===== src/rtl/mem_arbiter_2c.sv =====
// mem_arbiter_2c
// Shares one byte-wide main-memory port between two cache controllers
// (requester 0 = data cache, requester 1 = instruction cache).
//
// Ports:
//   clock, reset        - system clock, asynchronous active-high reset
//   cN_addr/rd/wr/wdata - requester N memory request (N = 0, 1)
//   cN_lock             - requester N keeps the grant after its request drops
//   cN_rdata/ready      - memory response routed to requester N (0 when not owner)
//   addr_mem, rd_mem, wr_mem, wdata_mem - memory-side request
//   rdata_mem, ready_mem                - memory-side response
//   grant               - one-hot owner (bit0 = c0, bit1 = c1, 00 = none)
//   err_proto           - sticky: owner drove rd and wr together
//   err_timeout         - sticky: watchdog forced a grant release
//
// Arbitration happens in IDLE and TURN; the owner gets a combinational
// pass-through of its request. Every release goes through TURN for one idle
// cycle so the memory bus turns around cleanly. A ready_mem/rdata_mem change
// only reaches the cache-side outputs, never the memory-side ones.
module mem_arbiter_2c #(
    parameter int AW       = 16,
    parameter int DW       = 8,
    parameter int MAX_HOLD = 64
) (
    input  logic          clock,
    input  logic          reset,
    input  logic [AW-1:0] c0_addr,
    input  logic          c0_rd,
    input  logic          c0_wr,
    input  logic [DW-1:0] c0_wdata,
    input  logic          c0_lock,
    output logic [DW-1:0] c0_rdata,
    output logic          c0_ready,
    input  logic [AW-1:0] c1_addr,
    input  logic          c1_rd,
    input  logic          c1_wr,
    input  logic [DW-1:0] c1_wdata,
    input  logic          c1_lock,
    output logic [DW-1:0] c1_rdata,
    output logic          c1_ready,
    output logic [AW-1:0] addr_mem,
    output logic          rd_mem,
    output logic          wr_mem,
    output logic [DW-1:0] wdata_mem,
    input  logic [DW-1:0] rdata_mem,
    input  logic          ready_mem,
    output logic [1:0]    grant,
    output logic          err_proto,
    output logic          err_timeout
);

    localparam int CW = $clog2(MAX_HOLD);
    localparam logic [CW-1:0] HOLD_LAST = CW'(MAX_HOLD - 1);

    typedef enum logic [1:0] {
        S_IDLE = 2'd0,
        S_OWN0 = 2'd1,
        S_OWN1 = 2'd2,
        S_TURN = 2'd3
    } state_t;

    state_t        state_reg, state_next;
    logic          last_owner_reg, last_owner_next;
    logic [CW-1:0] hold_cnt_reg, hold_cnt_next;
    logic          err_proto_reg, err_proto_next;
    logic          err_timeout_reg, err_timeout_next;

    // Requester signals gathered into indexable vectors
    logic [1:0]    rd_vec, wr_vec, lock_vec, req_vec, own_vec, ready_vec;
    logic [AW-1:0] addr_arr  [2];
    logic [DW-1:0] wdata_arr [2];
    logic [DW-1:0] rdata_arr [2];
    logic          sel;     // index of current owner (valid only when owned)
    logic          owned;

    assign rd_vec       = {c1_rd, c0_rd};
    assign wr_vec       = {c1_wr, c0_wr};
    assign lock_vec     = {c1_lock, c0_lock};
    assign addr_arr[0]  = c0_addr;
    assign addr_arr[1]  = c1_addr;
    assign wdata_arr[0] = c0_wdata;
    assign wdata_arr[1] = c1_wdata;

    assign own_vec = {state_reg == S_OWN1, state_reg == S_OWN0};
    assign owned   = |own_vec;
    assign sel     = (state_reg == S_OWN1);

    generate
        for (genvar gi = 0; gi < 2; gi++) begin : g_req
            assign req_vec[gi]   = rd_vec[gi] | wr_vec[gi];
            assign ready_vec[gi] = own_vec[gi] & ready_mem;
            assign rdata_arr[gi] = own_vec[gi] ? rdata_mem : '0;
        end
    endgenerate

    assign c0_ready = ready_vec[0];
    assign c1_ready = ready_vec[1];
    assign c0_rdata = rdata_arr[0];
    assign c1_rdata = rdata_arr[1];

    // Memory side: owner pass-through; rd+wr together is illegal and is
    // suppressed so memory never sees an ambiguous command.
    assign addr_mem  = owned ? addr_arr[sel]  : '0;
    assign wdata_mem = owned ? wdata_arr[sel] : '0;
    assign rd_mem    = owned & rd_vec[sel] & ~wr_vec[sel];
    assign wr_mem    = owned & wr_vec[sel] & ~rd_vec[sel];

    assign grant       = own_vec;
    assign err_proto   = err_proto_reg;
    assign err_timeout = err_timeout_reg;

    always_comb begin
        state_next       = state_reg;
        last_owner_next  = last_owner_reg;
        hold_cnt_next    = hold_cnt_reg;
        err_proto_next   = err_proto_reg;
        err_timeout_next = err_timeout_reg;
        case (state_reg)
            S_IDLE, S_TURN: begin
                hold_cnt_next = '0;
                if (req_vec[0] && req_vec[1]) begin
                    // Tie: the requester that did not own last time wins
                    state_next = last_owner_reg ? S_OWN0 : S_OWN1;
                end else if (req_vec[0]) begin
                    state_next = S_OWN0;
                end else if (req_vec[1]) begin
                    state_next = S_OWN1;
                end else begin
                    state_next = S_IDLE;
                end
            end
            S_OWN0, S_OWN1: begin
                if (rd_vec[sel] && wr_vec[sel]) begin
                    err_proto_next = 1'b1;
                end
                if (!(req_vec[sel] || lock_vec[sel])) begin
                    state_next      = S_TURN;
                    last_owner_next = sel;
                    hold_cnt_next   = '0;
                end else if (hold_cnt_reg == HOLD_LAST) begin
                    // Watchdog: owner loses the port and the next tie
                    state_next       = S_TURN;
                    last_owner_next  = sel;
                    hold_cnt_next    = '0;
                    err_timeout_next = 1'b1;
                end else begin
                    hold_cnt_next = hold_cnt_reg + CW'(1);
                end
            end
            default: begin
                state_next    = S_IDLE;
                hold_cnt_next = '0;
            end
        endcase
    end

    always_ff @(posedge clock or posedge reset) begin
        if (reset) begin
            state_reg       <= S_IDLE;
            last_owner_reg  <= 1'b1;    // c0 wins the first tie
            hold_cnt_reg    <= '0;
            err_proto_reg   <= 1'b0;
            err_timeout_reg <= 1'b0;
        end else begin
            state_reg       <= state_next;
            last_owner_reg  <= last_owner_next;
            hold_cnt_reg    <= hold_cnt_next;
            err_proto_reg   <= err_proto_next;
            err_timeout_reg <= err_timeout_next;
        end
    end

endmodule


===== config.mk =====
export PLATFORM = sky130hd
export DESIGN_NAME = mem_arbiter_2c
export DESIGN_NICKNAME = d
export VERILOG_FILES = /design/src/rtl/mem_arbiter_2c.sv
export SDC_FILE = /design/constraint.sdc
export NUM_CORES = 1
export LEC_CHECK = 0
export ABC_AREA = 1
export BUFFER_PORTS_ARGS = -buffer_cell sky130_fd_sc_hd__buf_2
export CAP_MARGIN = 20
export CORE_AREA = 2 2 62 64
export CTS_CLUSTER_DIAMETER = 30
export CTS_CLUSTER_SIZE = 14
export DETAILED_ROUTE_END_ITERATION = 7
export DIE_AREA = 0 0 64 66
export PLACE_DENSITY = 0.74
export SYNTH_ARGS = -nofsm -noshare
export SYNTH_HDL_FRONTEND = slang
export SYNTH_SLANG_ARGS = --single-unit

===== constraint.sdc =====
create_clock -name clock -period 2.45 [get_ports clock]
set_input_delay 0.3675 -clock clock [delete_from_list [all_inputs] [get_ports clock]]
set_output_delay 0.3675 -clock clock [all_outputs]
set_load 0.02 [all_outputs]

Word level (Yosys, flattened, before mapping) --
Cells that the tools add are included.
Operators by class: bitwise gates (word level) 11, equality and inequality tests 6, magnitude comparators 2, muxes and demuxes 30, $add $sub $neg 1, reduce and logical (&&, ||, !) cells 9
Operators by type and width (number):
- 16-bit 2-to-1 mux | 4
- 8-bit 2-to-1 mux | 6
- 2-bit 2-to-1 mux | 6
- 6-bit 2-to-1 mux | 2
- 6-bit case mux with 2 select lines | 1
- 1-bit 2-to-1 mux | 10
- 6-bit by 1-bit adder with 6-bit output, second input constant | 1
- 1-bit bitwise AND | 6
- 6-bit equality test, second input constant | 1
- 2-bit equality test, second input constant | 2
- 2-bit case mux with 2 select lines | 1
- 2-bit AND reduction | 2
- 2-bit OR reduction | 2
- 3-bit by 2-bit != test with 1-bit output, second input constant | 1
- 3-bit AND reduction | 1
- 2-bit by 1-bit equality test with 1-bit output, second input constant | 1
- 2-bit >= comparator, second input constant | 1
- 1-bit logical AND | 2
- 2-bit logical NOT | 1
- 1-bit by 2-bit less-than comparator with 1-bit output, second input constant | 1
- 2-bit by 1-bit != test with 1-bit output, second input constant | 1
- 1-bit NOT | 2
- 1-bit NOT with 2-bit output | 1
- 1-bit bitwise OR | 2
- 1-bit logical OR | 1
Storage, ports and cells: output and inout bits 48, input port bits 65, register bits after elaboration 11, word-level logic and storage cells 64

Longest topological paths before layout --
depth in word-level cells 6, depth in mapped cells 10

Worst setup path after synthesis --
No wires, ideal clock.
kind register to output, from reg state_reg[0], to out addr_mem[2], stages on the path, launching flop included 7, path slack 0.660 ns, arrival time 1.423 ns, buffers on the path 1, data required time 2.082 ns, path through dfrtp_1 -> inv_1 -> ha_1 -> inv_1 -> buf_2 -> o21ai_0 -> nor2_1
Between the ends: word-level cells in the longest chain between the ends 6, elaborated cells on any way between the ends 8, classes of those cells eq/ne (2); mux (4); bitwise (1); reduce/logical (1)
Ends and longest elaborated chain:
- from (decl) | line 62 | state_t state_reg, state_next;
- from (signal assigned) | line 165 | state_reg <= state_next;
- 2-bit equality test | line 84, 86
- 1-bit NOT with 2-bit output (implied by the code) | line 103 | assign addr_mem = owned ? addr_arr[sel] : '0;
- 16-bit 2-to-1 mux (implied by the code) (3 in a row) | line 103
- 16-bit 2-to-1 mux (*) | line 103
- to (decl) | line 41 | output logic [AW-1:0] addr_mem,
Every way passes the cells marked *; elsewhere a longest branch is shown, timed or not. The select of a mux whose other input is x is not followed.

Worst setup path in the final report --
from reg state_reg[0], to out wdata_mem[5]
Between the ends: word-level cells in the longest chain between the ends 6, elaborated cells on any way between the ends 8, classes of those cells eq/ne (2); mux (4); bitwise (1); reduce/logical (1)
Ends and longest elaborated chain:
- 2-bit equality test | line 84, 86
- 1-bit NOT with 2-bit output (implied by the code) | line 104 | assign wdata_mem = owned ? wdata_arr[sel] : '0;
- 8-bit 2-to-1 mux (implied by the code) (3 in a row) | line 104
- 8-bit 2-to-1 mux (*) | line 104
- to (decl) | line 44 | output logic [DW-1:0] wdata_mem,
Marked as above.

==> metrics.md <==
| Metric | Value |
|---|---|
| Clock root buffer | `clkbuf_4` |
| Synth Area in Simple Gates | `43.7%` |
| Total Routing Usage GR | `between 10% and 20%` |
| Placed Cells | `around 350` |
| CTS max path bufs | `2` |
| Internal power | `around 0.001 W` |
| # resized after CTS | `0` |
| Async set-reset flop share out of synthesis | `100%` |
| Largest net degree at the start of global routing | `29` |
| WP buf/inv | `4` |
| Leak Pwr | `1.21 nW` |
| Max transition margin | `72.9%` |
| Startpoint types | `register` |
| Dpl hpwl | `about 2800 um` |
| CTS Buf Count | `3` |
| Combinational power share | `approximately 84%` |
| CP arrival | `about 1.9 ns` |
| Worst-Margin Slew | `0.407 ns` |
| Post-synthesis compound-gate area fraction | `about an eighth` |
| Max Freq | `0.450 GHz` |
| Vias in the first global route | `1434` |
| Antenna Cells | `0` |
| Synthesized area per cell | `around 6 um2` |
| Non-Filler Instances | `between 300 and 400` |
| GR Util met1 | `a little over a fifth` |
| Number of flip-flops in the largest register | `6` |
| Grt total ovfl | `0` |
| Fin crit period | `between 2 and 2.5 ns` |
| Final hold viol count | `0` |
| Row count | `22` |
| Top-area cell type share of the netlist area | `a little over a fifth` |
| Netlist Area Pre-Place | `between 1000 and 1500 um2` |
| Die area | `4220 um2` |
| Synth cell types | `26` |
| Initial Util | `about a third` |
| DRT iter0 DRCs | `29` |
| Net Sw Power | `between 0.0015 and 0.002 W` |
| Final Setup Violations | `0` |
| Post-synthesis adder-cell area fraction | `between 3 and 4%` |
| Hold WC Path Type | `in -> async` |
| Crit end category | `output pin` |
| Die height | `around 66 um` |
| Nets | `roughly 380` |
| Top post-synthesis cells by area | `dfrtp_1, nor2_1, nand2_1` |
| RSZ-0062 raised after global routing | `false` |
| Largest family of logic cells by synthesized area | `simple AND/OR/NAND/NOR gates` |
| Layout cells sized above 1 | `between 40% and 50%` |
| Placer's final routability congestion estimate | `slightly above 0.7` |
| DR WL/cell | `approximately 9.6 um` |
| Max_cap viols | `0` |
| Slowest stage delay, CP | `roughly 0.37 ns` |
| Critical Path Stages | `7` |
| Status | `complete, no violations` |
| Antenna violations before repair | `0` |
| Synthesized Nets | `between 200 and 300` |
| Cell at the slowest stage of the critical path | `dfrtp_1` |
| Vias per cell | `around 4.4` |
| Layout Area Growth over Synthesis | `52.7%` |
| Worst vdd ir | `between 700 and 800 uV` |
| FF+latch count, synth | `11` |
| CP most frequent cell | `inv_1` |
| Period utilisation layout | `around 90%` |
| Met2 Resource Use GR | `29.7%` |
| GRT busiest layer | `met2` |
| Drt pass-1 iters | `4` |
| Crit Path Category | `reg -> out` |
| Clock power frac | `slightly above 5%` |
| Setup TNS | `0 ns` |
| CTS tree | `done` |
| Synth area leader | `dfrtp_1` |
| Required time worst endpoint | `~2.1 ns` |
| Remaining DRCs | `0` |
| Via count | `around 1.6k` |
| Cells after Synth | `200` |
| Die Width | `64 um` |
| Ys Warns | `0` |
| CP top delay family | `buffers and inverters` |
| Post-Route WL | `3430 um` |
| R2r worst-path depth | `8` |
| I/O pins | `approximately 110` |
| Final core utilization | `about 50%` |
| Clock sink count | `11` |
| IO Port Bufs | `112` |
| Register area share after synthesis | `23.7%` |
| Post-synth EDFFs | `0` |
| Fill count | `around 360` |
| Pins Over Slew Limit | `0` |
| Sw Share | `60.8%` |
| Post-CTS setup buffers | `0` |
| Post-Synth XOR/XNOR Area | `under 10%` |
| Reg power frac | `a little over a tenth` |
| First-pass GRT wire length | `5840 um` |
| Hold WS | `0.0610 ns` |
| Mux cell area share after synthesis | `0%` |
| Pwr dens | `approximately 1400 nW/um2` |
| Worst-path fanout max | `28` |
| Post-DRT Antenna Nets | `0` |
| Clk_skew | `0.00363 ns` |
| CP Cell Sequence | `inv_1, ha_1, inv_1, buf_4, o21ai_0, nor2_1, buf_2` |
| Total core area | `roughly 3600 um2` |
| Clock transition at path regs | `approximately 0.070 ns` |
| Latest clock arrival within the worst-skew pair | `0.28 ns` |
| Met3 Use GR | `1.87%` |
| Top FF cell, synth | `dfrtp_1` |
| Hold-fix buffers, CTS | `0` |
| H-tree Lvls | `1` |
==> stage by stage <==
step	worst slack, ns	instance area (um2)	power, W
2_1_floorplan	0.660	1170	0.00182
4_1_cts	0.221	1780	0.00255
6_report	0.228	1780	0.00253
5_1_grt	0.0531	1780	0.00280
3_5_place_dp	0.527	1760	0.00242
3_3_place_gp	0.570	1760	0.00240
==> cell type report <==
| class | count | area [um2] | area share (%) |
|---|---|---|---|
| Sequential cell | 11 | 277 | 15.5 |
| Multi-Input combinational cell | 150 | 719 | 40.4 |
| Inverter | 28 | 110 | 6.18 |
| Timing Repair Buffer | 116 | 591 | 33.1 |
| Tap cell | 48 | 60.1 | 3.37 |
| Clock buffer | 4 | 26.3 | 1.47 |
==> final timing paths <==
check / slack, ns / end / from
hold / removal: 0.06 / hold_cnt_reg[4] / reset
min in group clock: 0.46 / state_reg[1] / c1_rd
setup / recovery: 0.23 / wdata_mem[5] / state_reg[0]
setup reg to reg: 0.82 / state_reg[1] / state_reg[0]
hold reg to reg: 0.47 / last_owner_reg / last_owner_reg
max in group asynchronous: 2.07 / last_owner_reg / reset
==> cell usage in the layout (no fill, tap or decap), types with 2 or more instances in the layout <==
master and count:
o21bai_1 2, nand3_1 2, o21ai_0 26, ha_1 3
nand2_1 42, clkbuf_4 3, inv_1 27, buf_4 4
nor2_1 61, nor2_2 3, buf_2 112, nand2_4 2
dfrtp_1 10
==> metal layers <==
metal	wire length (um)	part of all wire [%]
met4	34	0.99
met2	1580	46
met5	0	0
met3	287	8.4
met1	1530	45
==> cells in the mapped netlist, types with 2 or more instances <==
cell,count
o21bai_1,2
nand2_4,2
inv_1,27
o21ai_0,26
nand2_1,42
dfrtp_1,10
ha_1,3
nand3_1,2
nor2_1,61
clkbuf_1,2
buf_2,6
nor2_2,3
==> power by group through the flow <==
stage               sequential, W  clock [W]  combinational [W]
floorplan                0.000276          0            0.00154
global placement         0.000274          0            0.00212
detailed placement       0.000274          0            0.00214
CTS                      0.000271   0.000131            0.00215
global route             0.000277   0.000140            0.00238
finish                   0.000271   0.000130            0.00213
==> cell families after synthesis <==
kind of cell / count (synthesis)
buffers and inverters: 39
and+or+nand+nor: 116
DFF: 11
adders and majority gates: 3
xor gates and xnor gates: 2
AOI/OAI and AO/OA: 29
(Power assumes the default switching activity.)
